==> src/rtl/spi_shift_engine.sv <==
// Full-duplex SPI master shift engine: one tx and one rx shift register, with SCLK and
// chip select generated locally from clk_i. Mode, bit order, width and SCLK rate are parameters.
module spi_shift_engine #(
  parameter int DATA_W    = 8,
  parameter int CLK_DIV   = 4,
  parameter bit CPOL      = 1'b1,
  parameter bit CPHA      = 1'b1,
  parameter bit LSB_FIRST = 1'b0
) (
  input  logic              clk_i,
  input  logic              rstn_i,
  input  logic              start_i,
  input  logic [DATA_W-1:0] tx_data_i,
  output logic [DATA_W-1:0] rx_data_o,
  output logic              busy_o,
  output logic              done_o,
  output logic              sclk_o,
  output logic              mosi_o,
  input  logic              miso_i,
  output logic              cs_n_o
);

  localparam int BIT_W = $clog2(DATA_W) + 1;
  localparam int DIV_W = $clog2(CLK_DIV) + 1;
  localparam logic [BIT_W-1:0] BIT_LAST = BIT_W'(DATA_W - 1);
  localparam logic [DIV_W-1:0] DIV_LAST = DIV_W'(CLK_DIV - 1);

  typedef enum logic [1:0] {IDLE, LEAD, SHIFT, TRAIL} state_t;

  state_t            state_q, state_d;
  logic [DATA_W-1:0] tx_q, tx_d;
  logic [DATA_W-1:0] rx_q, rx_d;
  logic [DATA_W-1:0] rxData_q, rxData_d;
  logic [BIT_W-1:0]  bitCnt_q, bitCnt_d;
  logic [DIV_W-1:0]  div_q, div_d;
  logic              sclk_q, sclk_d;
  logic              mosi_q, mosi_d;
  logic              csn_q, csn_d;
  logic              busy_q, busy_d;
  logic              done_q, done_d;

  logic divWrap, leadEdge, lastEdge, sampleEdge, driveEdge;

  function automatic logic firstBit(input logic [DATA_W-1:0] w);
    return LSB_FIRST ? w[0] : w[DATA_W-1];
  endfunction

  function automatic logic [DATA_W-1:0] shiftOut(input logic [DATA_W-1:0] w);
    return LSB_FIRST ? (w >> 1) : (w << 1);
  endfunction

  function automatic logic [DATA_W-1:0] shiftIn(input logic [DATA_W-1:0] w, input logic b);
    return LSB_FIRST ? {b, w[DATA_W-1:1]} : {w[DATA_W-2:0], b};
  endfunction

  // The edge about to happen is leading when SCLK still sits at its idle level.
  assign divWrap    = (div_q == DIV_LAST);
  assign leadEdge   = (sclk_q == CPOL);
  assign lastEdge   = !leadEdge && (bitCnt_q == BIT_LAST);
  assign sampleEdge = CPHA ? !leadEdge : leadEdge;
  assign driveEdge  = CPHA ? leadEdge : (!leadEdge && !lastEdge);

  always_comb begin
    state_d  = state_q;
    tx_d     = tx_q;
    rx_d     = rx_q;
    rxData_d = rxData_q;
    bitCnt_d = bitCnt_q;
    div_d    = div_q;
    sclk_d   = sclk_q;
    mosi_d   = mosi_q;
    csn_d    = csn_q;
    busy_d   = busy_q;
    done_d   = 1'b0;
    case (state_q)
      IDLE: begin
        if (start_i) begin
          tx_d     = tx_data_i;
          rx_d     = '0;
          bitCnt_d = '0;
          div_d    = '0;
          csn_d    = 1'b0;
          busy_d   = 1'b1;
          state_d  = LEAD;
          if (!CPHA) begin
            mosi_d = firstBit(tx_data_i);
            tx_d   = shiftOut(tx_data_i);
          end
        end
      end
      LEAD, SHIFT: begin
        if (divWrap) begin
          div_d  = '0;
          sclk_d = ~sclk_q;
          if (sampleEdge) rx_d = shiftIn(rx_q, miso_i);
          if (driveEdge) begin
            mosi_d = firstBit(tx_q);
            tx_d   = shiftOut(tx_q);
          end
          if (!leadEdge) bitCnt_d = bitCnt_q + BIT_W'(1);
          if (state_q == LEAD) state_d = SHIFT;
          else if (lastEdge)   state_d = TRAIL;
        end else begin
          div_d = div_q + DIV_W'(1);
        end
      end
      TRAIL: begin
        if (divWrap) begin
          div_d    = '0;
          state_d  = IDLE;
          csn_d    = 1'b1;
          busy_d   = 1'b0;
          done_d   = 1'b1;
          mosi_d   = 1'b0;
          rxData_d = rx_q;
        end else begin
          div_d = div_q + DIV_W'(1);
        end
      end
      default: state_d = IDLE;
    endcase
  end

  always_ff @(posedge clk_i or negedge rstn_i) begin
    if (!rstn_i) begin
      state_q  <= IDLE;
      tx_q     <= '0;
      rx_q     <= '0;
      rxData_q <= '0;
      bitCnt_q <= '0;
      div_q    <= '0;
      sclk_q   <= CPOL;
      mosi_q   <= 1'b0;
      csn_q    <= 1'b1;
      busy_q   <= 1'b0;
      done_q   <= 1'b0;
    end else begin
      state_q  <= state_d;
      tx_q     <= tx_d;
      rx_q     <= rx_d;
      rxData_q <= rxData_d;
      bitCnt_q <= bitCnt_d;
      div_q    <= div_d;
      sclk_q   <= sclk_d;
      mosi_q   <= mosi_d;
      csn_q    <= csn_d;
      busy_q   <= busy_d;
      done_q   <= done_d;
    end
  end

  assign rx_data_o = rxData_q;
  assign busy_o    = busy_q;
  assign done_o    = done_q;
  assign sclk_o    = sclk_q;
  assign mosi_o    = mosi_q;
  assign cs_n_o    = csn_q;

endmodule

==> config.mk <==
export PLATFORM = sky130hd
export DESIGN_NAME = spi_shift_engine
export DESIGN_NICKNAME = d
export VERILOG_FILES = /design/src/rtl/spi_shift_engine.sv
export SDC_FILE = /design/constraint.sdc
export NUM_CORES = 1
export LEC_CHECK = 0
export BUFFER_PORTS_ARGS = -buffer_cell sky130_fd_sc_hd__clkbuf_2
export CAP_MARGIN = 20
export CORE_UTILIZATION = 30
export CTS_CLUSTER_DIAMETER = 80
export DETAILED_ROUTE_END_ITERATION = 8
export HOLD_SLACK_MARGIN = 0.06
export PLACE_DENSITY_LB_ADDON = 0.2
export SLEW_MARGIN = 20
export SYNTH_ARGS = -nofsm -noshare
export SYNTH_HDL_FRONTEND = slang
export SYNTH_SLANG_ARGS = --single-unit
==> constraint.sdc <==
create_clock -name clk_i -period 1.73 [get_ports clk_i]
set_input_delay 0.173 -clock clk_i [delete_from_list [all_inputs] [get_ports clk_i]]
set_output_delay 0.173 -clock clk_i [all_outputs]
set_load 0.005 [all_outputs]
==> summary.md <==
| Metric | Value |
|---|---|
| Power Total | `0.00383 W` |
| Nature of the critical path endpoint | `flip-flop` |
| Rows | `27` |
| Syn Nets | `157` |
| Post-synth top area share | `0.501` |
| Unrepaired setup endpoints after global routing | `false` |
| Synth top cells by count | `dfrtp_1 (36), mux2_2 (22), nand2_1 (9)` |
| Final nets | `199` |
| Initial core utilization | `0.319` |
| Ant. Diodes | `0` |
| Pwr/cell area | `1730 nW/um^2` |
| Initial DRC Count | `49` |
| Largest net degree at the start of global routing | `39` |
| Total die area | `6310 um^2` |
| Startpoint types | `flip-flop` |
| Crit path buf inv count | `0` |
| Cts bufs inserted | `5` |
| Initial antenna violation count | `0` |
| Status | `completed` |
| Slowest stage delay, CP | `0.41 ns` |
| Largest cells by area after synthesis | `dfrtp_1 (50%), mux2_2 (14%), a22o_2 (4.5%)` |
| Total GRT Usage | `0.135` |
| Gate Count Post-Synth | `139` |
| Via density per instance | `4.79` |
| Fin crit period | `1.66 ns` |
| Core area | `5640 um^2` |
| Post-route antenna net violation count | `0` |
| DRT Pass-1 Iters | `4` |
| Synth Register Bits | `38` |
| Register area share after synthesis | `0.530` |
| Global-route wire length before repair | `6380 um` |
| Design area | `2220 um^2` |
| Worst rel slew slack | `0.673` |
| Crit path max fanout | `10` |
| VDD IR-drop max | `0.833 mV` |
| Switching Share | `0.348` |
| Compound-cell area share of the yosys netlist | `0.126` |
| CP Cell Sequence | `ha_1, or3b_4, a21o_2, mux2_4` |
| Clk sinks | `38` |
| Flop pwr share | `0.327` |
| Drc violations | `0` |
| Combinational fraction of design power | `0.513` |
| Routed WL | `3680 um` |
| Most frequently used flop master after synthesis | `dfrtp_1` |
| DIE HEIGHT | `79.4 um` |
| Delay-heaviest family, CP | `simple AND/OR/NAND/NOR gates` |
| Mux cell area share after synthesis | `0.174` |
| Max-Cap Viols | `0` |
| Largest area contributor in the netlist | `dfrtp_1` |
| Worst min path class | `in2reg` |
| DP Area | `2080 um^2` |
| Worst skew pair latency | `0.28 ns` |
| WP data required | `1.90 ns` |
| Layout Skew | `0.00393 ns` |
| Crit path DAT | `1.83 ns` |
| Reg-to-reg slack, setup | `0.07 ns` |
| Clk root buf | `clkbuf_8` |
| Die X-Extent | `79.4 um` |
| Pint | `0.00250 W` |
| CTS tree | `yes` |
| Ys async rst share | `1.00` |
| Routed length per instance | `14.5 um` |
| # setup viols final | `0` |
| Post-synthesis xor/xnor area fraction | `0.00487` |
| Share of cells above drive strength 1 | `0.484` |
| # H-tree levels | `2` |
| Worst Tran Pin Value | `0.490 ns` |
| Fillers | `550` |
| Post-synth EDFFs | `0` |
| Via count of the first global-routing pass | `1335` |
| Top-count cell post-synth | `dfrtp_1` |
| Fin. max-slew vios | `0` |
| Syn Std Cell Area | `1800 um^2` |
| Post-Synth Adder-Cell Area | `0.0418` |
| Psw | `0.00133 W` |
| IO buf count | `24` |
| Clock Tree Buf Depth | `2` |
| Kind of critical path | `reg2reg` |
| DP HPWL | `2580 um` |
| Clock Power Share | `0.160` |
| DR vias | `1216` |
| I/O pin total | `25` |
| Clock slew at reported path FFs | `0.07 ns` |
| Grt total ovfl | `0` |
| Synth Area per Inst | `12.9 um^2` |
| Area Overhead vs Synth | `23.4%` |
| GP Congestion | `0.743` |
| Final Hold Viols | `0` |
| Synth Area in Simple Gates | `0.0870` |
| Largest family of logic cells by synthesized area | `multiplexers` |
| Warnings from Yosys | `0` |
| Fin crit share | `0.959` |
| Leak | `1.06 nW` |
| Max Clock Freq | `603 MHz` |
| Slowest CP cell | `or3b_4` |
| Cell variety after synth | `34` |
## logic make-up after synthesis
kind of cell | after synthesis
AOI/OAI and AO/OA | 28
xor gates and xnor gates | 1
adders and majority gates | 6
buffers and inverters | 13
DFF | 38
muxes | 28
and+or+nand+nor | 25
## layout make-up
class,count,area (um^2),area share
Tap cell,72,90.1,0.0406
Multi-Input combinational cell,88,805,0.363
Timing Repair Buffer,40,250,0.113
Sequential cell,38,953,0.430
Inverter,8,30.0,0.0135
Clock buffer,8,90.1,0.0406
## registers in the layout (all words and copies together), names as in the netlist
| name | cells |
|---|---|
| busy_o | 1 |
| done_o | 1 |
| sclk_o | 1 |
| mosi_o | 1 |
| cs_n_o | 1 |
| bitCnt_q | 4 |
| state_q | 2 |
| rx_data_o | 8 |
| rx_q | 8 |
| tx_q | 8 |
| div_q | 3 |
## metrics by stage
stage / std cells / worst slack (ns) / hold slack [ns] / TNS [ns] / utilization
floorplan: 139 / 0.0200 / -0.123 / 0 / -
global placement: 244 / 0.0208 / 0.252 / 0 / 0.368
detailed placement: 244 / -0.0136 / 0.258 / -0.0462 / 0.368
CTS: 253 / 0.0355 / 0.0906 / 0 / 0.390
global route: 254 / 0.0143 / 0.114 / 0 / 0.393
finish: 254 / 0.0717 / 0.100 / 0 / 0.393
## power groups by stage
stage / combinational [W] / clock, W / sequential [W]
floorplan: 0.00134 / 0 / 0.00123
global placement: 0.00178 / 0 / 0.00126
detailed placement: 0.00184 / 0 / 0.00127
CTS: 0.00193 / 0.000639 / 0.00126
global route: 0.00218 / 0.000674 / 0.00129
finish: 0.00197 / 0.000611 / 0.00125
## layer usage
layer | up-vias | track usage | share of wire
met5 | - | 0 | 0
met4 | 0 | 0.0491 | 0.015
met3 | 7 | 0.0400 | 0.048
met2 | 24 | 0.229 | 0.48
met1 | 603 | 0.162 | 0.45
li1 | 582 | - | -
## worst paths after layout
path / from / end / cells after the start
max: div_q[0] / bitCnt_q[0] / 4
min: tx_data_i[0] / tx_q[0] / 3
max reg2reg: div_q[0] / bitCnt_q[0] / 4
min reg2reg: div_q[1] / div_q[1] / 2
max in group asynchronous: rstn_i / cs_n_o / 3
min in group asynchronous: rstn_i / tx_q[0] / 3
## tightest hold or removal path, cell delays in order
cell and delay, ns:
clkbuf_2 0.08, inv_1 0.04, o22ai_1 0.05
## cells in the final DEF (no fill, tap or decap), types with 3 or more instances in the layout
cell and instances:
dfrtp_1 36, buf_4 13, a22o_2 8, inv_1 7, ha_1 5, nand2_1 8, a21oi_1 3, nor2_1 3
clkbuf_8 6, mux2_2 22, nand2b_1 3, mux2i_1 4, clkbuf_2 24, nor2b_1 3
## timing repair
| item | 4_1_cts | 5_1_grt |
|---|---|---|
| hold buffers | 1 | 0 |
| setup endpoints to repair | 8 | 18 |
| setup buffers | 0 | 1 |
| endpoints found under the hold margin | 36 | 0 |
| cloned | 0 | 0 |
| resized for setup | 3 | 5 |
| pin swaps | 0 | 1 |
(Power assumes the default switching activity.)
